==> src/rtl/instr_fetch.sv <==
// rtl/instr_fetch.sv - instruction fetch stage: owns PC, drives ROM address, captures the ROM word into IR
module instr_fetch #(
    parameter int         ROM_LAT  = 1,
    parameter logic [6:0] RESET_PC = 7'd0
) (
    input  logic        Clk,
    input  logic        Reset,
    input  logic        Fetch,
    input  logic        LoadPC,
    input  logic [6:0]  PCIn,
    input  logic [15:0] RomQ,
    output logic [6:0]  Addr,
    output logic [6:0]  PC,
    output logic [15:0] IR,
    output logic        IRValid,
    output logic        Busy
);

    typedef enum logic {
        S_IDLE = 1'b0,
        S_WAIT = 1'b1
    } state_t;

    // Legal latencies are 1 and 2, so one counter bit covers the extra wait.
    localparam logic CNT_INIT = 1'(ROM_LAT - 1);

    state_t      state_q, state_n;
    logic [6:0]  pc_q, pc_n;
    logic [15:0] ir_q, ir_n;
    logic        irv_q, irv_n;
    logic        busy_q, busy_n;
    logic        cnt_q, cnt_n;

    always_ff @(posedge Clk) begin
        if (Reset) begin
            state_q <= S_IDLE;
            pc_q    <= RESET_PC;
            ir_q    <= 16'h0000;
            irv_q   <= 1'b0;
            busy_q  <= 1'b0;
            cnt_q   <= 1'b0;
        end else begin
            state_q <= state_n;
            pc_q    <= pc_n;
            ir_q    <= ir_n;
            irv_q   <= irv_n;
            busy_q  <= busy_n;
            cnt_q   <= cnt_n;
        end
    end

    always_comb begin
        state_n = state_q;
        pc_n    = pc_q;
        ir_n    = ir_q;
        irv_n   = 1'b0;
        busy_n  = busy_q;
        cnt_n   = cnt_q;
        case (state_q)
            S_IDLE: begin
                // A jump wins over a fetch issued in the same cycle.
                if (LoadPC) begin
                    pc_n = PCIn;
                end else if (Fetch) begin
                    state_n = S_WAIT;
                    busy_n  = 1'b1;
                    cnt_n   = CNT_INIT;
                end
            end
            S_WAIT: begin
                if (cnt_q != 1'b0) begin
                    cnt_n = cnt_q - 1'b1;
                end else begin
                    ir_n    = RomQ;
                    irv_n   = 1'b1;
                    pc_n    = pc_q + 7'd1;
                    busy_n  = 1'b0;
                    state_n = S_IDLE;
                end
            end
            default: state_n = S_IDLE;
        endcase
    end

    // Addr comes straight from the PC register, so it is glitch-free and stable during a read.
    assign Addr    = pc_q;
    assign PC      = pc_q;
    assign IR      = ir_q;
    assign IRValid = irv_q;
    assign Busy    = busy_q;

endmodule
==> config.mk <==
export PLATFORM = sky130hd
export DESIGN_NAME = instr_fetch
export DESIGN_NICKNAME = d
export VERILOG_FILES = /design/src/rtl/instr_fetch.sv
export SDC_FILE = /design/constraint.sdc
export NUM_CORES = 1
export LEC_CHECK = 0
export CAP_MARGIN = 10
export CORE_MARGIN = 5
export CORE_UTILIZATION = 31
export CTS_CLUSTER_SIZE = 30
export DETAILED_ROUTE_END_ITERATION = 8
export GPL_ROUTABILITY_DRIVEN = 1
export GPL_TIMING_DRIVEN = 0
export PLACE_DENSITY = 0.76
export SLEW_MARGIN = 20
export SYNTH_ARGS = -nofsm -noshare
export SYNTH_HDL_FRONTEND = slang
export SYNTH_SLANG_ARGS = --single-unit
export TNS_END_PERCENT = 20
==> constraint.sdc <==
create_clock -name Clk -period 1.9 [get_ports Clk]
set_clock_uncertainty 0.2 [all_clocks]
set_input_delay 0.38 -clock Clk [delete_from_list [all_inputs] [get_ports Clk]]
set_output_delay 0.38 -clock Clk [all_outputs]
set_load 0.01 [all_outputs]
==> qor.yml, run 1 <==
synth_nets: 138
power_density_nw_per_um2: 612
power.internal_w: 0.000841
drt_iter0_drc: 11
via_per_inst: 4.51
post-place-ws_ps: -159
num-nets-final: 204
stdcell_count: 221
drv_slew: 0
rows: 21
overflow: 0
vias: 996
hold_ws_ps: 42.0
ys_ff_latch: 26
ctsHoldBuffers: 0
p_leak_nw: 0.715
end_kind: "output port"
fp.dieH_um: 69.8
slowest_delay_ps: 550
cp-start-kind: "register"
antenna_found_initial: 0
hold_class: "primary input to register"
multi_input_area_um2: 489
finalSetupViolCount: 0
path_cells: "clkdlybuf4s50_1"
grt_pass1_wl_um: 4830
crit_arrival_ps: 1260
drtAntennaViolNets: 0
drt_drc_violations_left: 0
wl_um: 2850
period_share_pct: 96.7
drtPass1Iterations: 5
grt_max_degree: 15
power.share.clock_pct: 24.9
syn-mean-instance-area_um2: 10.1
clkLatencyLatePin_ps: 320
gp_congestion: 0.700
rsz0062_at_grt: "no"
drive_gt1_share_pct: 18.9
final_cell_mix: "clkdlybuf4s50_1 (50), dfxtp_1 (19), mux2i_1 (18)"
critPathKind: "register to output port"
first_global_vias: 1034
worst_ep_required_time_ps: 1320
wire_per_inst_um: 12.9
cp_max_fo: 5
period_needed_ps: 1840
clkSlewWorstSetupHoldPaths_ps: 140
io_buffer_count: 57
power_w: 0.00111
p_sw_w: 0.000268
yosysSeqAreaShare_pct: 47.0
synth_cells: 110
yosys.cell_types.count: 27
syn_to_final_growth_pct: 63.5
comb_power_share_pct: 22.0
cts_root_buffer: "clkbuf_4"
num_antenna_cells: 0
filler_cell_count: 289
layout_setup_ws_ps: 63.1
peakVddDrop_mv: 0.495
groute.usage.overall_pct: 11.7
syn-cell-area_um2: 1110
layout_commonest_cell: "clkdlybuf4s50_1"
core_area_um2: 3390
cts_buffers: 3
start_util_pct: 32.7
tightestPinTransition_ps: 426
max_cap_violations: 0
switching_share_pct: 24.1
h-tree-depth: 1
die_w_um: 69.8
status: "finished clean"
seqPwrFrac_pct: 53.0
hpwl_um: 2280
clk_path_buf_depth: 2
hold_viol: 0
slowest_stage: "clkdlybuf4s50_1"
ys_warn_count: 0
seqCellArea_um2: 542
cts_sinks: 26
cts_tree: "yes"
fmax_mhz: 544
die_area_um2: 4870
cp.buffers_inverters: 1
path_delay_family: "buffers and inverters"
dp_cells: 213
ioPinCount: 59
max_slew_margin_pct: 71.6
==> cell type report <==
cell class / instances / share of cell area (%)
Clock buffer: 4 / 2.00
Timing Repair Buffer: 61 / 32.5
Inverter: 2 / 0.414
Buffer: 14 / 5.04
Sequential cell: 26 / 29.9
Tap cell: 46 / 3.17
Multi-Input combinational cell: 68 / 27.0
==> per-stage QoR <==
| step | setup TNS (ps) | utilization [%] | area (um2) |
|---|---|---|---|
| CTS | 0 | 53.4 | 1810 |
| detailed placement | -280 | 51.2 | 1740 |
| global route | 0 | 53.5 | 1810 |
| finish | 0 | 53.5 | 1810 |
| global placement | -180 | 51.2 | 1740 |
| floorplan | 0 | - | 1110 |
==> final timing paths <==
| path | start | endpoint | slack, ps | cells after the start |
|---|---|---|---|---|
| worst min-delay path | Reset | Addr[0] | 40 | 2 |
| worst max-delay path | Addr[1] | Addr[1] | 60 | 1 |
| worst min register to register | Addr[0] | Addr[0] | 270 | 1 |
| worst max register to register | Addr[0] | Addr[6] | 280 | 5 |
==> cells by family after synthesis <==
group                      Yosys count  synth area share [%]
and+or+nand+nor                     30                  13.3
buffers and inverters               16                  8.92
AOI/OAI and AO/OA                   14                  9.03
adders and majority gates            1                  1.13
xor gates and xnor gates             3                  2.37
DFF                                 26                  47.0
muxes                               20                  18.3
==> power groups by stage <==
stage / clock, W / sequential [W] / combinational (W)
after global routing: 0.000301 / 0.000593 / 0.000265
after CTS: 0.000289 / 0.000588 / 0.000249
after detailed placement: 0 / 0.000606 / 0.000238
final: 0.000277 / 0.000588 / 0.000245
after global placement: 0 / 0.000604 / 0.000233
after floorplan: 0 / 0.000613 / 0.0000910
==> timing repair <==
| item | 4_1_cts | 5_1_grt |
|---|---|---|
| resized for setup | 18 | 1 |
| setup buffers | 4 | 0 |
| endpoints found under the setup margin | 13 | 1 |
==> metal layers <==
| layer | track usage, % | routed length [um] |
|---|---|---|
| met5 | 0 | 0 |
| met4 | 0.638 | 0 |
| met3 | 6.09 | 274 |
| met2 | 20.0 | 1400 |
| met1 | 13.5 | 1170 |
==> flip-flops by register name, indices dropped and copies added, names as in the netlist <==
signal	count
IR	16
Addr	7
Busy	1
IRValid	1
state_q	1
==> synthesized netlist by cell type <==
library cell	instances	area share, %
buf_2	4	1.8
nand3_1	2	0.90
mux2i_1	18	16
nor4b_1	1	0.79
nor2_1	17	5.8
or3_1	1	0.56
clkbuf_1	2	0.68
buf_6	1	1.0
xor2_1	2	1.6
o311ai_1	1	0.79
o21ai_0	1	0.45
o21bai_1	1	0.68
nand2b_4	1	1.2
buf_4	7	4.7
a211oi_1	8	5.4
ha_1	1	1.1
nor2b_1	4	2.3
dfxtp_1	26	47
nand2_1	2	0.68
a31oi_1	1	0.56
mux2_1	2	2.0
o211ai_1	1	0.68
xnor2_1	1	0.79
a21oi_1	1	0.45
inv_1	2	0.68
nor3_1	1	0.45
or4_1	1	0.68
Power figures use the tool's default switching activity.
==> run 2: changes to the inputs <==
--- a/config.mk
+++ b/config.mk
@@ -12,6 +12,7 @@
 export DETAILED_ROUTE_END_ITERATION = 8
 export GPL_ROUTABILITY_DRIVEN = 1
 export GPL_TIMING_DRIVEN = 0
+export HOLD_SLACK_MARGIN = 0.03
 export PLACE_DENSITY = 0.76
 export SLEW_MARGIN = 20
 export SYNTH_ARGS = -nofsm -noshare
==> qor.yml, run 2 (synthesis gave the netlist of run 1 again) <==
groute.usage.overall_pct: 11.7  # unchanged
path_cells: "clkdlybuf4s50_1"
layout_setup_ws_ps: 63.0  # -0.110 ps
peakVddDrop_mv: 0.495  # about the same
cts_sinks: 26  # unchanged
drt_iter0_drc: 10  # -1
tightestPinTransition_ps: 426  # +0.382 ps
rsz0062_at_grt: "no"
hold_start: "Addr[0]"
layout_commonest_cell: "clkdlybuf4s50_1"
cts_buffers: 3  # unchanged
crit_arrival_ps: 1260  # about the same
hold_class: "register to register"
grt_max_degree: 15  # unchanged
drtAntennaViolNets: 0  # unchanged
final_util_pct: 53.8  # +0.30 points
wl_um: 2850  # about the same
overflow: 0  # unchanged
num_antenna_cells: 0  # unchanged
path_delay_family: "buffers and inverters"
clkLatencyLatePin_ps: 320  # about the same
final_cell_mix: "clkdlybuf4s50_1 (50), dfxtp_1 (19), mux2i_1 (18)"
slowest_delay_ps: 550  # about the same
gr-usage-met3_pct: 6.09  # unchanged
end_kind: "output port"
gp_congestion: 0.700  # unchanged
r2r-start: "Addr[0]"
dp_cells: 213  # unchanged
cp_max_fo: 5  # unchanged
cts_tree: "yes"
vias: 998  # +0.20%
status: "finished clean"
finalSetupViolCount: 0  # unchanged
via_per_inst: 4.50  # -0.25%
slowest_stage: "clkdlybuf4s50_1"
drt_drc_violations_left: 0  # unchanged
first_global_vias: 1036  # +0.19%
drv_slew: 0  # unchanged
busiest_layer: "met2"
hpwl_um: 2280  # unchanged
period_share_pct: 96.7  # about the same
fp.dieH_um: 69.8  # unchanged
core_area_um2: 3390  # unchanged
use_met2_pct: 20.0  # unchanged
p_leak_nw: 0.720  # +0.58%
rows: 21  # unchanged
critPathKind: "register to output port"
clk_path_buf_depth: 2  # unchanged
post-place-ws_ps: -159  # unchanged
h-tree-depth: 1  # unchanged
period_needed_ps: 1840  # +0.110 ps
largest_reg_flops: 16  # unchanged
start_util_pct: 32.7  # unchanged
fmax_mhz: 544  # about the same
hold_viol: 0  # unchanged
stdcell_count: 222  # +0.45%
die_w_um: 69.8  # unchanged
io_buffer_count: 57  # unchanged
syn_to_final_growth_pct: 64.4
ioPinCount: 59  # unchanged
fin_area_um2: 1820  # +0.55%
dpl_cell_area_um2: 1740  # unchanged
grt_pass1_wl_um: 4830  # unchanged
wire_per_inst_um: 12.8  # -0.52%
cp-start-kind: "register"
clkSlewWorstSetupHoldPaths_ps: 140  # about the same
power_w: 0.00111  # +0.16%
drive_gt1_share_pct: 18.8  # -0.11 points
grtUsageMet1_pct: 13.5  # unchanged
critical_path.startpoint: "Addr[1]"
worst_ep_required_time_ps: 1320  # about the same
cp.buffers_inverters: 1  # unchanged
max_cap_violations: 0  # unchanged
max_slew_margin_pct: 71.6  # about the same
num-nets-final: 205  # +0.49%
antenna_found_initial: 0  # unchanged
drtPass1Iterations: 5  # unchanged
power_density_nw_per_um2: 609  # -0.39%
die_area_um2: 4870  # unchanged
cts_root_buffer: "clkbuf_4"
[run 2: cell count changes in the layout (fill, tap and decap cells not counted), sizes merged]
cell and change:
dlygate4sd3 +1
[run 2: layer usage]
| layer | vias up | share of wire [%] |
|---|---|---|
| li1 | 506 | - |
| met1 | 459 | 41 |
| met2 | 33 | 49 |
| met3 | 0 | 9.7 |
| met4 | 0 | 0 |
| met5 | - | 0 |
[run 2: area by class of cell]
cell class,count,area (um2)
multi-input combinational,68,489
sequential,26,542
tap,46,57.6
buffer,14,91.3
clock buffer,4,36.3
inverter,2,7.51
timing repair buffer,62,599
fill,288,1570
[run 2: worst reg2reg max path: stages (launching register included)]
cell     delay, ps
dfxtp_4        380
buf_4          110
ha_1           180
nand3_1        130
or3_1          370
a31oi_1        170
[run 2: final timing paths]
kind | depth (start not counted) | end | slack (ps)
worst max register to register | 5 | Addr[6] | 280
worst max-delay path | 1 | Addr[1] | 60
worst min register to register | 1 | Addr[0] | 270
worst min-delay path | 1 | Addr[0] | 270
[run 2: timing repair]
item	in CTS	in global routing
hold endpoints to repair	2	0
cloned	0	0
resized for setup	18	1
hold buffers	1	0
setup buffers	4	0
endpoints found under the setup margin	13	1
[run 2: where the power goes]
group / switching, W / leakage [nW] / internal, W
Clock: 0.000159 / 0.0210 / 0.000117
Combinational: 0.0000902 / 0.482 / 0.000156
Sequential: 0.0000185 / 0.216 / 0.000569
[run 2: per-stage QoR]
step           hold WS, ps  setup TNS (ps)
2_1_floorplan          276               0
3_3_place_gp           272            -180
3_5_place_dp           282            -280
4_1_cts                268               0
5_1_grt                289               0
6_report               267               0
==> run 3: changes to the inputs <==
--- a/config.mk
+++ b/config.mk
@@ -6,7 +6,7 @@
 export NUM_CORES = 1
 export LEC_CHECK = 0
 export CAP_MARGIN = 10
-export CORE_MARGIN = 5
+export CORE_MARGIN = 2
 export CORE_UTILIZATION = 31
 export CTS_CLUSTER_SIZE = 30
 export DETAILED_ROUTE_END_ITERATION = 8
==> constraint.sdc (replaced) <==
create_clock -name Clk -period 2.33 [get_ports Clk]
set_clock_uncertainty 0.2 [all_clocks]
set_input_delay 0.466 -clock Clk [delete_from_list [all_inputs] [get_ports Clk]]
set_output_delay 0.466 -clock Clk [all_outputs]
set_load 0.01 [all_outputs]
==> qor.yml, run 3 (synthesis gave the netlist of run 1 again) <==
status: "finished clean"
clkSlewWorstSetupHoldPaths_ps: 150  # about the same
fin_setup_tns_ps: 0  # unchanged
core_area_um2: 3390  # unchanged
drv_slew: 0  # unchanged
final_cell_mix: "clkdlybuf4s50_1 (57), dfxtp_1 (26), mux2i_1 (18)"
cp_max_fo: 6  # +1
p_leak_nw: 0.670  # -6.8%
hold_viol: 0  # unchanged
gp_congestion: 0.755  # +7.8%
wl_um: 2800  # -1.6%
die_area_um2: 4070  # -16%
post-cts-setup-buffers: 0  # -4
num_antenna_cells: 0  # unchanged
worst_ep_required_time_ps: 1660  # +340 ps
wire_per_inst_um: 12.9  # +0.65%
clkLatencyLatePin_ps: 320  # about the same
tightestPinTransition_ps: 415  # -11.1 ps
max_slew_margin_pct: 72.3  # +0.74 points
ctsHoldBuffers: 0  # -1
via_per_inst: 4.65  # +3.5%
grt_max_degree: 16  # +1
post-place-ws_ps: 195  # +354 ps
hold_start: "Reset"
drt_iter0_drc: 16  # +6
hpwl_um: 2200  # -3.4%
rsz0062_at_grt: "no"
layout_setup_ws_ps: 183  # +120 ps
clk_path_buf_depth: 2  # unchanged
io_buffer_count: 57  # unchanged
drt_drc_violations_left: 0  # unchanged
grt_pass1_wl_um: 4550  # -5.9%
period_share_pct: 92.2
drive_gt1_share_pct: 9.94  # -8.8 points
h-tree-depth: 1  # unchanged
first_global_vias: 994  # -4.1%
period_needed_ps: 2150
largest_reg_flops: 16  # unchanged
post_cts_resized: 0  # -18
layout_commonest_cell: "clkdlybuf4s50_1"
antenna_found_initial: 0  # unchanged
drtPass1Iterations: 4  # -1
min_path_cells: 2  # +1
die_w_um: 63.8  # -8.6%
critPathKind: "register to output port"
max_cap_violations: 0  # unchanged
power_density_nw_per_um2: 554  # -9.1%
peakVddDrop_mv: 0.276  # -44%
timing.rr.end: "Addr[6]"
cts_tree: "yes"
cp-start-kind: "register"
fp.dieH_um: 63.8  # -8.6%
r2r-start: "Addr[0]"
groute.usage.overall_pct: 14.1  # +2.4 points
start_util_pct: 32.7  # unchanged
ioPinCount: 59  # unchanged
end_kind: "output port"
cts_root_buffer: "clkbuf_4"
hold_class: "primary input to register"
reg2reg_slack_ps: 720  # +440 ps
fmax_mhz: 466
crit_arrival_ps: 1480  # +220 ps
min_to: "Addr[4]"
finalSetupViolCount: 0  # unchanged
drtAntennaViolNets: 0  # unchanged
num-nets-final: 200  # -2.4%
rows: 21  # unchanged
syn_to_final_growth_pct: 61.4
overflow: 0  # unchanged
cts_sinks: 26  # unchanged
r2r_cells: 4  # -1
cts_buffers: 3  # unchanged
vias: 1010  # +1.2%
-- run 3: changes by cell type in the layout (fill, tap and decap cells not counted), sizes merged --
cell / delta
clkbuf: -1
dlygate4sd2: -1
bufinv: +1
clkdlybuf4s50: +7
dlygate4sd3: -1
buf: -9
dlymetal6s2s: -1
-- run 3: stage by stage --
step / total power, W / instance area (um2) / hold slack [ps] / cells / utilization [%]
detailed placement: 0.000689 / 1740 / 286 / 213 / 51.2
global placement: 0.000682 / 1740 / 273 / 213 / 51.2
global route: 0.00104 / 1790 / 104 / 217 / 52.8
CTS: 0.00100 / 1790 / 109 / 217 / 52.8
floorplan: 0.000574 / 1110 / 276 / 110 / -
finish: 0.000990 / 1790 / 119 / 217 / 52.8
-- run 3: metal layers --
layer / GRT usage, % / up-vias / wire length (um)
met5: 0 / - / 0
met4: 4.08 / 0 / 17
met1: 17.1 / 477 / 1150
met2: 23.6 / 35 / 1400
li1: - / 496 / -
met3: 4.75 / 2 / 234
-- run 3: final cells by class --
| class | instances | area (um2) |
|---|---|---|
| Multi-Input combinational cell | 68 | 489 |
| Clock buffer | 3 | 22.5 |
| Buffer | 14 | 91.3 |
| Timing Repair Buffer | 57 | 571 |
| Fill cell | 320 | 1600 |
| Clock inverter | 1 | 30.0 |
| Sequential cell | 26 | 520 |
| Tap cell | 46 | 57.6 |
| Inverter | 2 | 7.51 |
-- run 3: worst max-delay path by stage --
stage / start / end / slack, ps / cells past startpoint
after global routing: Addr[2] / PC[2] / 60 / 2
after detailed placement: LoadPC / Addr[6] / 190 / 5
after floorplan: Reset / Addr[5] / 770 / 4
after CTS: Addr[2] / PC[2] / 160 / 2
after global placement: LoadPC / Addr[1] / 240 / 5
final: Addr[2] / PC[2] / 180 / 2
-- run 3: power by group --
part | total (W) | switching (W) | leakage [nW] | internal (W)
sequential | 0.000485 | 0.0000197 | 0.212 | 0.000465
clock | 0.000313 | 0.000139 | 0.0279 | 0.000174
combinational | 0.000193 | 0.0000686 | 0.430 | 0.000124
-- run 3: worst max-delay path, cell delays in order (launching register included) --
cell	delay, ps
dfxtp_1	470
buf_4	150
clkdlybuf4s50_1	540
